[src/rtl/mc8051_intc_pkg.sv]
// Shared types and constants for the mc8051 interrupt controller.
package mc8051_intc_pkg;

    typedef enum logic [1:0] {
        IDLE = 2'd0,
        REQ  = 2'd1,
        HOLD = 2'd2
    } state_e;

    localparam logic PRIO_LOW  = 1'b0;
    localparam logic PRIO_HIGH = 1'b1;

    localparam int unsigned SO_NUM_W = 8;
    localparam int unsigned IDX_W    = 5;

endpackage

[src/rtl/mc8051_intc_prio_enc.sv]
// Lowest-index find-first-set over NUM_SRC request bits.
module mc8051_intc_prio_enc
    import mc8051_intc_pkg::*;
#(
    parameter int unsigned NUM_SRC = 8
) (
    input  logic [NUM_SRC-1:0] req_i,
    output logic               valid_o,
    output logic [IDX_W-1:0]   idx_o
);

    always_comb begin
        logic found;
        found = 1'b0;
        idx_o = '0;
        for (int unsigned i = 0; i < NUM_SRC; i++) begin
            if (req_i[i] && !found) begin
                found = 1'b1;
                idx_o = IDX_W'(i);
            end
        end
        valid_o = found;
    end

endmodule

[src/rtl/mc8051_intc.sv]
// Two-level 8051-style interrupt controller driving the core's single
// req/ack/so_num/reti handshake, with per-source latching and nesting.
module mc8051_intc
    import mc8051_intc_pkg::*;
#(
    parameter int unsigned NUM_SRC = 8
) (
    input  logic                clk,
    input  logic                reset_n,
    input  logic [NUM_SRC-1:0]  i_src_req,
    input  logic [NUM_SRC-1:0]  i_src_en,
    input  logic [NUM_SRC-1:0]  i_src_prio,
    input  logic [NUM_SRC-1:0]  i_src_edge,
    input  logic                i_global_en,
    output logic                o_int_req_n,
    input  logic                i_int_ack_n,
    output logic [SO_NUM_W-1:0] o_int_so_num,
    input  logic                i_int_reti,
    output logic [NUM_SRC-1:0]  o_pending,
    output logic [1:0]          o_in_service
);

    state_e             state_q;
    logic               req_n_q;
    logic               prio_q;
    logic [IDX_W-1:0]   idx_q;
    logic [NUM_SRC-1:0] prev_q;
    logic [NUM_SRC-1:0] edge_pend_q, edge_pend_d;
    logic [1:0]         in_service_q, in_service_d;

    logic [NUM_SRC-1:0] pending, eligible, hi_vec, lo_vec, ack_clr;
    logic               hi_valid, lo_valid, win_prio, ack_take;
    logic [IDX_W-1:0]   hi_idx, lo_idx, win_idx;

    assign ack_take = (state_q == REQ) && !i_int_ack_n;

    // Edge sources read the latch, level sources pass straight through.
    assign pending = (i_src_edge & edge_pend_q) | (~i_src_edge & i_src_req);

    always_comb begin
        ack_clr = '0;
        for (int unsigned i = 0; i < NUM_SRC; i++) begin
            ack_clr[i] = ack_take && (idx_q == IDX_W'(i));
        end
        edge_pend_d = i_src_edge & ((i_src_req & ~prev_q) | (edge_pend_q & ~ack_clr));
    end

    always_comb begin
        eligible = pending & i_src_en & {NUM_SRC{i_global_en}};
        if (in_service_q[1]) begin
            eligible = '0;
        end
        hi_vec = eligible & i_src_prio;
        lo_vec = in_service_q[0] ? '0 : (eligible & ~i_src_prio);
    end

    mc8051_intc_prio_enc #(.NUM_SRC(NUM_SRC)) u_enc_hi (
        .req_i   (hi_vec),
        .valid_o (hi_valid),
        .idx_o   (hi_idx)
    );

    mc8051_intc_prio_enc #(.NUM_SRC(NUM_SRC)) u_enc_lo (
        .req_i   (lo_vec),
        .valid_o (lo_valid),
        .idx_o   (lo_idx)
    );

    assign win_idx  = hi_valid ? hi_idx : lo_idx;
    assign win_prio = hi_valid ? PRIO_HIGH : PRIO_LOW;

    // RETI clears the innermost level before a same-cycle ack sets its level.
    always_comb begin
        in_service_d = in_service_q;
        if (i_int_reti) begin
            if (in_service_q[1]) begin
                in_service_d[1] = 1'b0;
            end else begin
                in_service_d[0] = 1'b0;
            end
        end
        if (ack_take) begin
            in_service_d[prio_q] = 1'b1;
        end
    end

    always_ff @(posedge clk) begin
        if (!reset_n) begin
            state_q      <= IDLE;
            req_n_q      <= 1'b1;
            prio_q       <= PRIO_LOW;
            idx_q        <= '0;
            prev_q       <= '0;
            edge_pend_q  <= '0;
            in_service_q <= '0;
        end else begin
            prev_q       <= i_src_req;
            edge_pend_q  <= edge_pend_d;
            in_service_q <= in_service_d;
            case (state_q)
                IDLE: begin
                    if (hi_valid || lo_valid) begin
                        idx_q   <= win_idx;
                        prio_q  <= win_prio;
                        req_n_q <= 1'b0;
                        state_q <= REQ;
                    end
                end
                REQ: begin
                    if (!i_int_ack_n) begin
                        req_n_q <= 1'b1;
                        state_q <= HOLD;
                    end
                end
                HOLD: begin
                    state_q <= IDLE;
                end
                default: begin
                    state_q <= IDLE;
                end
            endcase
        end
    end

    assign o_int_req_n  = req_n_q;
    assign o_int_so_num = {{(SO_NUM_W - IDX_W){1'b0}}, idx_q};
    assign o_pending    = pending;
    assign o_in_service = in_service_q;

endmodule
[config.mk]
export PLATFORM = sky130hd
export DESIGN_NAME = mc8051_intc
export DESIGN_NICKNAME = d
export VERILOG_FILES = /design/src/rtl/mc8051_intc_pkg.sv /design/src/rtl/mc8051_intc_prio_enc.sv /design/src/rtl/mc8051_intc.sv
export SDC_FILE = /design/constraint.sdc
export NUM_CORES = 1
export LEC_CHECK = 0
export ABC_AREA = 1
export BUFFER_PORTS_ARGS = -buffer_cell sky130_fd_sc_hd__buf_4
export CORE_MARGIN = 2
export CORE_UTILIZATION = 50
export CTS_CLUSTER_SIZE = 16
export DETAILED_ROUTE_END_ITERATION = 8
export MAX_ROUTING_LAYER = met4
export PLACE_DENSITY_LB_ADDON = 0.1
export SLEW_MARGIN = 20
export SYNTH_ARGS = -nofsm -noshare
export SYNTH_HDL_FRONTEND = slang
export SYNTH_SLANG_ARGS = --single-unit
[constraint.sdc]
create_clock -name clk -period 2.2 [get_ports clk]
set_input_delay 0.44 -clock clk [delete_from_list [all_inputs] [get_ports clk]]
set_output_delay 0.44 -clock clk [all_outputs]
set_load 0.03 [all_outputs]
==> out/summary.md, run 1 <==
The flow ran to the end, and the final reports show no timing, DRC or antenna violations. The number of fill cells is 311, and the area of the multi-input gates is 855 um2. TritonCTS built the clock tree. The final non-filler cell total was 313; the required time of the critical path was 2460 ps. The tools report the starting DRC count in detailed routing as 52.

The floorplan has 20 rows. For the number of buffers inserted to repair setup after CTS, the log shows 0. The worst hold-check slack came out at 300 ps. The library cell used most frequently in the layout, excluding fill and tap cells, is buf_4. Yosys printed 0 warnings. The clock latency at the later pin of the worst-skew pair was 330 ps. The final route contains 1546 vias.

Global routing used 20.8% of the available tracks across all layers. Across the whole layout, storage elements account for 500 um2. The worst-path maximum fanout came out at 10. In this run the tool buffered the top-level ports with 50 buffer cells.

The die footprint was 3550 um2; the max capacitance violation total was 0. The type of origin of the critical path was a flip-flop. Global routing finished with a remaining overflow of 0.

The placed instances occupy a cell area of 1930 um2. The run gives 0 as the hold violation total from the final report. Each instance of the synthesized netlist takes up on average 6.71 um2. Worst clock skew: 14.7 ps.

Clock tree synthesis inserted a total of 3 buffers. The run gives 309 as the number of placed instances with taps included. Path type of the worst min-delay path: in -> reg. The via count of the first global-routing pass came out at 1389.

Of the available clock period, the critical path in the final layout requires 74.2%. For this configuration, the core starts out at a cell density of 51.4%. The finished cells cover 1960 um2. The area growth from synthesis to layout is 26.7%. 56 I/O pins were placed.

met2 is the most crowded layer. Counting every instance in the synthesized netlist gives 230. The worst slack at placement came out at 463 ps. For this design, the sink count on the clock tree is 25. STA classifies the critical path endpoint as a flip-flop. The final critical-path required period was 1630 ps. The critical path goes through nor2_1 -> nand3_2 -> nand2_2 -> nor2_4 -> nand4_2 -> o21bai_4 -> nand2_2 -> nand2_1 -> inv_1 -> nor2_1. After detailed routing, the average wire length per cell comes to 10.5 um. For the pin with the worst max-slew slack, the measured transition is 547 ps. The library cells used most frequently in the layout, excluding fill and tap cells, are buf_4 (50), nand2_1 (49), inv_1 (38). For this block, the routed nets add up to 3.27 mm of wire. 0 antenna diodes ended up in the layout. The run gives 4.59% as the met3 usage in global routing. The delay of the slowest critical-path stage works out to 550 ps.

Setup violations remaining at the end of the flow were counted as 0. The worst path meets setup with 567 ps of slack. For the number of nets with antenna violations after detailed routing, the log shows 0.

CTS placed an instance of clkbuf_4 at the clock tree root. The run gives 0 as the max-slew violation count. At the worst endpoint, the arrival time is 1900 ps. The global routing met2 resource utilization was 35.6%. Routability-driven placement finished with a final weighted congestion of 0.886.

For this run, the share of the core covered by cells in the final layout is 65.1%. The longest clock path from root to sink contains 2 buffers. For this run, the register share of the synthesized area comes to 32.4%. The post-route DRC violation count was 0; the overall power was 1.10 mW. The fraction of layout cells with a size suffix above 1 was 32.1%; the worst slew margin relative to its limit was 63.4%. The vertical extent of the die is 59.6 um. The logs give 26 for the number of different library cells in the post-synthesis netlist and 1540 um2 for the combined area of all synthesized cells.

The worst voltage drop across the vdd grid was 400 uV. The logs give 5.56 mm for the global-route wire length before repair and 1 for the maximum level of the CTS H-tree. The power density of the placed cells works out to 563 nW/um2.

Setup repair after global routing left no endpoint under its margin. Register clock-pin slew on the reported worst setup and hold paths: 140 ps. Adding up every negative setup slack in the final design gives 0 ps. The tools report the number of hold-repair buffers added at the cts stage as 0. For this design the static power due to leakage is 1.07 nW.

The floorplan step set the die width to 59.6 um. The standard cell core area came out at 3000 um2. The detail-routed via count per cell is 4.94, and the largest net degree at the start of global routing is 24. The number of nets in the layout is 318, and the flop and latch count out of synthesis is 25. The wire-length estimate of the detail-placed layout is 2.75 mm. The number of gates resized after CTS was 0. The critical path is of the reg -> reg type. The critical path's slowest cell is dfxtp_1. The logs give 0 for the initial antenna violation count and 25.2% for the routing usage on met1. The number of detailed-route iterations in the first pass is 4, and the achievable clock frequency is 612 MHz.
sequential cells by signal, summed over array words and instances, names as in the netlist:
name and flops:
o_in_service 2, edge_pend_q 8, idx_q 3, o_int_req_n 1
prio_q 1, prev_q 8, state_q 2
area by class of cell:
type	instances	area share [%]
clock buffers	3	1.15
clock inverters	1	0.384
inverters	41	7.87
multi-input cells	160	43.7
flip-flops and latches	25	25.6
well taps	33	2.11
repair buffers	50	19.2
path summary, 6_finish.rpt:
kind	cells after the start	to	from	slack, ps
setup / recovery	10	idx_q[2]$_SDFFE_PN0P_	o_in_service[0]$_SDFF_PN0_	570
setup reg to reg	10	idx_q[2]$_SDFFE_PN0P_	o_in_service[0]$_SDFF_PN0_	570
hold reg to reg	2	edge_pend_q[7]$_SDFF_PN0_	edge_pend_q[7]$_SDFF_PN0_	490
hold / removal	3	prev_q[1]$_SDFF_PN0_	i_src_req[1]	300
synth_stat cells, drive strengths merged:
| cell type | instances | area [um2] |
|---|---|---|
| a21oi | 11 | 55.1 |
| a32o | 1 | 10.0 |
| buf | 5 | 37.5 |
| clkbuf | 3 | 12.5 |
| conb | 1 | 3.75 |
| dfxtp | 25 | 500 |
| inv | 41 | 154 |
| nand2 | 58 | 245 |
| nand3 | 28 | 183 |
| nand4 | 17 | 113 |
| nor2 | 25 | 119 |
| o21ai | 5 | 36.3 |
| o21bai | 1 | 18.8 |
| o22ai | 1 | 6.26 |
| or2 | 8 | 50.1 |
logic make-up (layout without fill, tap and decap cells):
kind of cell | count (synthesis) | count (layout) | share of synthesized area [%]
other cells | 1 | 5 | 0.243
flops | 25 | 25 | 32.4
buf+inv | 49 | 95 | 13.2
simple gates | 136 | 136 | 45.9
compound gates | 19 | 19 | 8.18
report_power, final:
group	internal [mW]	leakage [nW]	switching, mW
registers	0.490	0.206	0.0310
clock network	0.0696	0.0139	0.137
logic	0.148	0.847	0.225
total	0.708	1.07	0.393
critical path: cells and delay by family, from the launching register on:
kind                   cells  cell delay [ps]
AO/OA/AOI/OAI              1              200
buffers and inverters      1               40
flip-flops                 1              550
AND/OR/NAND/NOR            8              770
per-layer routing:
layer | part of all wire [%] | vias to the layer above | wire length (um)
li1 | - | 826 | -
met1 | 46 | 676 | 1520
met2 | 48 | 40 | 1570
met3 | 5.0 | 4 | 165
met4 | 0.61 | 0 | 20
met5 | 0 | - | 0
No activity file was read; power rests on OpenSTA's default activity.
==> inputs of run 2 (changes only) <==
CORE_UTILIZATION = 49   (was 50)
clock period = 1.65 ns   (was 2.2 ns; I/O delays follow)
==> run 2 against run 1 <==
Against the previous run: sequential power grew 34%; setup slack got worse by 500 ps; final area up 4.9%; critical path depth up 1; wire length grew 8.3%; sequential share of layout area shrank 1.1 points; fmax rose by 3.0%; critical endpoint is now state_q[0]$_SDFFE_PN0P_; combinational power up 43%.
==> out/summary.md, run 2 (synthesis results as in run 1) <==
Critical path's slowest cell: dfxtp_2. The hold violation total from the final report is 0 (unchanged). Number of nets in the layout: 323 (+1.6%). For the clock latency at the later pin of the worst-skew pair, the log shows 310 ps (-20 ps). The tools report the number of fill cells as 286 (-8.0%). For the die footprint, the log shows 3620 um2 (+1.9%). The number of placement rows is 20 (unchanged), and the half-perimeter wire length of the detailed placement result is 2.82 mm (+2.5%).

The required time of the critical path was 1880 ps (-580 ps); the worst hold-check slack was 205 ps (-95.0 ps). The run gives 51.0% (-0.42 points) as the starting density of the core. The logs give 555 uV (+39%) for the worst voltage drop across the vdd grid and 0 (unchanged) for the number of inserted diodes. The leakage power total was 1.10 nW (+3.4%); the register clock-pin slew on the reported worst setup and hold paths was 120 ps (-20 ps). The delay of the slowest critical-path stage is 370 ps (-180 ps).

From synthesis to final layout, the design area changed by 32.9%. The power density of the placed cells is 726 nW/um2 (+29%). The global-route wire length before repair was 5.46 mm (-1.7%); the number of buffer and inverter instances along the worst setup path was 2 (+1). The routed wire length per instance works out to 10.8 um (+3.0%). Width of the die: 60.1 um (+0.95%).

The max capacitance violation total came out at 0 (unchanged). Total length of routed wires: 3.55 mm (+8.3%). The number of placed instances with taps included is 322 (+4.2%).

The critical path goes through inv_2 -> nand2_8 -> nor2_4 -> nand3_2 -> nand2_2 -> nor2_4 -> nand4_4 -> o21bai_4 -> nand2_2 -> o21ai_2 -> inv_1. The run gives 0 ps (unchanged) as the total negative slack. The largest net degree at the start of global routing was 24 (unchanged); the endpoint arrival time on the critical path was 1810 ps (-90 ps). TritonCTS built the clock tree.

The number of ports placed on the die boundary is 56 (unchanged), and the final setup violation count is 0 (unchanged). Initial antenna violation count: 0 (unchanged). The tools report the final non-filler cell total as 329 (+5.1%). Number of detailed-route iterations in the first pass: 4 (unchanged). The tools report the end-of-flow core utilization as 67.8% (+2.6 points). The weighted congestion reported at the end of routability-driven placement is 0.856 (-3.4%).

For the via count of the first global-routing pass, the log shows 1327 (-4.5%). The worst setup path is launched from a flip-flop. The post-route DRC violation count is 0 (unchanged).

The flow ran to the end, and the final reports show no timing, DRC or antenna violations. The tightest min-delay check is of the in -> reg type. The detail-routed via count per cell came out at 4.72 (-4.4%). The worst setup path is captured at a flip-flop.

The vertical extent of the die is 60.1 um (+0.95%), and the number of buffers between clock root and the deepest sink is 2 (unchanged). Setup repair after global routing could not meet its margin everywhere. The run gives 1.49 mW (+35%) as the overall power. The library cells used most frequently in the layout, excluding fill and tap cells, are buf_4 (55), nand2_1 (47), inv_1 (38).

The logs give 6.84 ps (-7.85 ps) for the worst clock skew and 0 (unchanged) for the max-slew violation count. The count of input and output buffers works out to 50 (unchanged). The final critical-path required period was 1580 ps (-48.3 ps). In the final layout, the registers with the most flip-flops are edge_pend_q x8, prev_q x8, idx_q x3.

The CTS buffer count is 3 (unchanged). The portion of the clock cycle consumed by the worst path in the final layout came out at 96.0% (+22 points). The fraction of layout cells with a size suffix above 1 was 35.1% (+2.9 points); the clock sink count was 25 (unchanged). The achievable clock frequency was 631 MHz (+3.0%).

The family of cells with the greatest summed delay on the critical path was simple AND/OR/NAND/NOR gates. The tools report the starting DRC count in detailed routing as 68 (+31%). For the maximum level of the CTS H-tree, the log shows 1 (unchanged).

The worst-path maximum fanout came out at 6 (-4). Number of nets with antenna violations after detailed routing: 0 (unchanged). Clock tree synthesis selected as its root buffer the cell clkbuf_4. The global-route usage over all layers was 20.4% (-0.48 points); the routed via count was 1553 (+0.45%). The critical path is of the reg -> reg type. For the remaining global-route overflow, the log shows 0 (unchanged). The library cell used most frequently in the layout, excluding fill and tap cells, is buf_4. The standard cell core area was 3030 um2 (+0.83%).
==> run 2: changes by cell type in the layout (fill, tap and decap cells not counted), sizes merged <==
cell,change
clkbuf,+1
clkinvlp,-1
buf,+5
==> run 2: cell type report <==
type                            instances  area [um2]  area share [%]
Multi-Input combinational cell        160         901            43.9
Sequential cell                        25         503            24.5
Timing Repair Buffer                   55         413            20.1
Inverter                               41         154            7.50
Tap cell                               44        55.1            2.68
Clock buffer                            4        26.3            1.28
==> run 2: worst register-to-register path, stage by stage, from the launching register on <==
cell and delay [ps]:
dfxtp_2 370, inv_2 60, nand2_8 100, nor2_4 50, nand3_2 90, nand2_2 70, nor2_4 160, nand4_4 110
o21bai_4 210, nand2_2 100, o21ai_2 140, inv_1 40
==> run 2: worst paths after layout <==
kind | startpoint | cells past startpoint | slack, ps | to
hold / removal | i_src_req[3] | 3 | 200 | prev_q[3]$_SDFF_PN0_
setup reg to reg | o_in_service[1]$_SDFF_PN0_ | 11 | 70 | state_q[0]$_SDFFE_PN0P_
hold reg to reg | prev_q[1]$_SDFF_PN0_ | 2 | 490 | edge_pend_q[1]$_SDFF_PN0_
setup / recovery | o_in_service[1]$_SDFF_PN0_ | 11 | 70 | state_q[0]$_SDFFE_PN0P_
==> run 2: metal layers <==
layer / vias up / global-route usage, % / wire (um)
met1: 665 / 25.8 / 1620
met4: 0 / 1.90 / 6
met3: 2 / 4.55 / 220
met2: 49 / 34.3 / 1700
li1: 837 / - / -
met5: - / - / 0
==> run 2: repair_timing <==
item	4_1_cts	5_1_grt
setup endpoints to repair	0	5
hold buffers	0	0
resized for setup	0	10
setup buffers	0	3
==> run 2: power breakdown <==
part           switching, mW  internal (mW)  leakage (nW)  total [mW]
sequential            0.0425          0.654         0.207       0.696
combinational          0.316          0.217         0.881       0.533
clock                  0.167         0.0945        0.0150       0.262
total                  0.525          0.965          1.10        1.49
==> run 2: through the flow <==
step / instance area (um2) / worst slack, ps
after floorplan: 1560 / 0.192
after detailed placement: 1960 / -19.9
final: 2050 / 65.3
after global placement: 1960 / 29.2
after CTS: 1980 / 10.8
after global routing: 2050 / -50.9
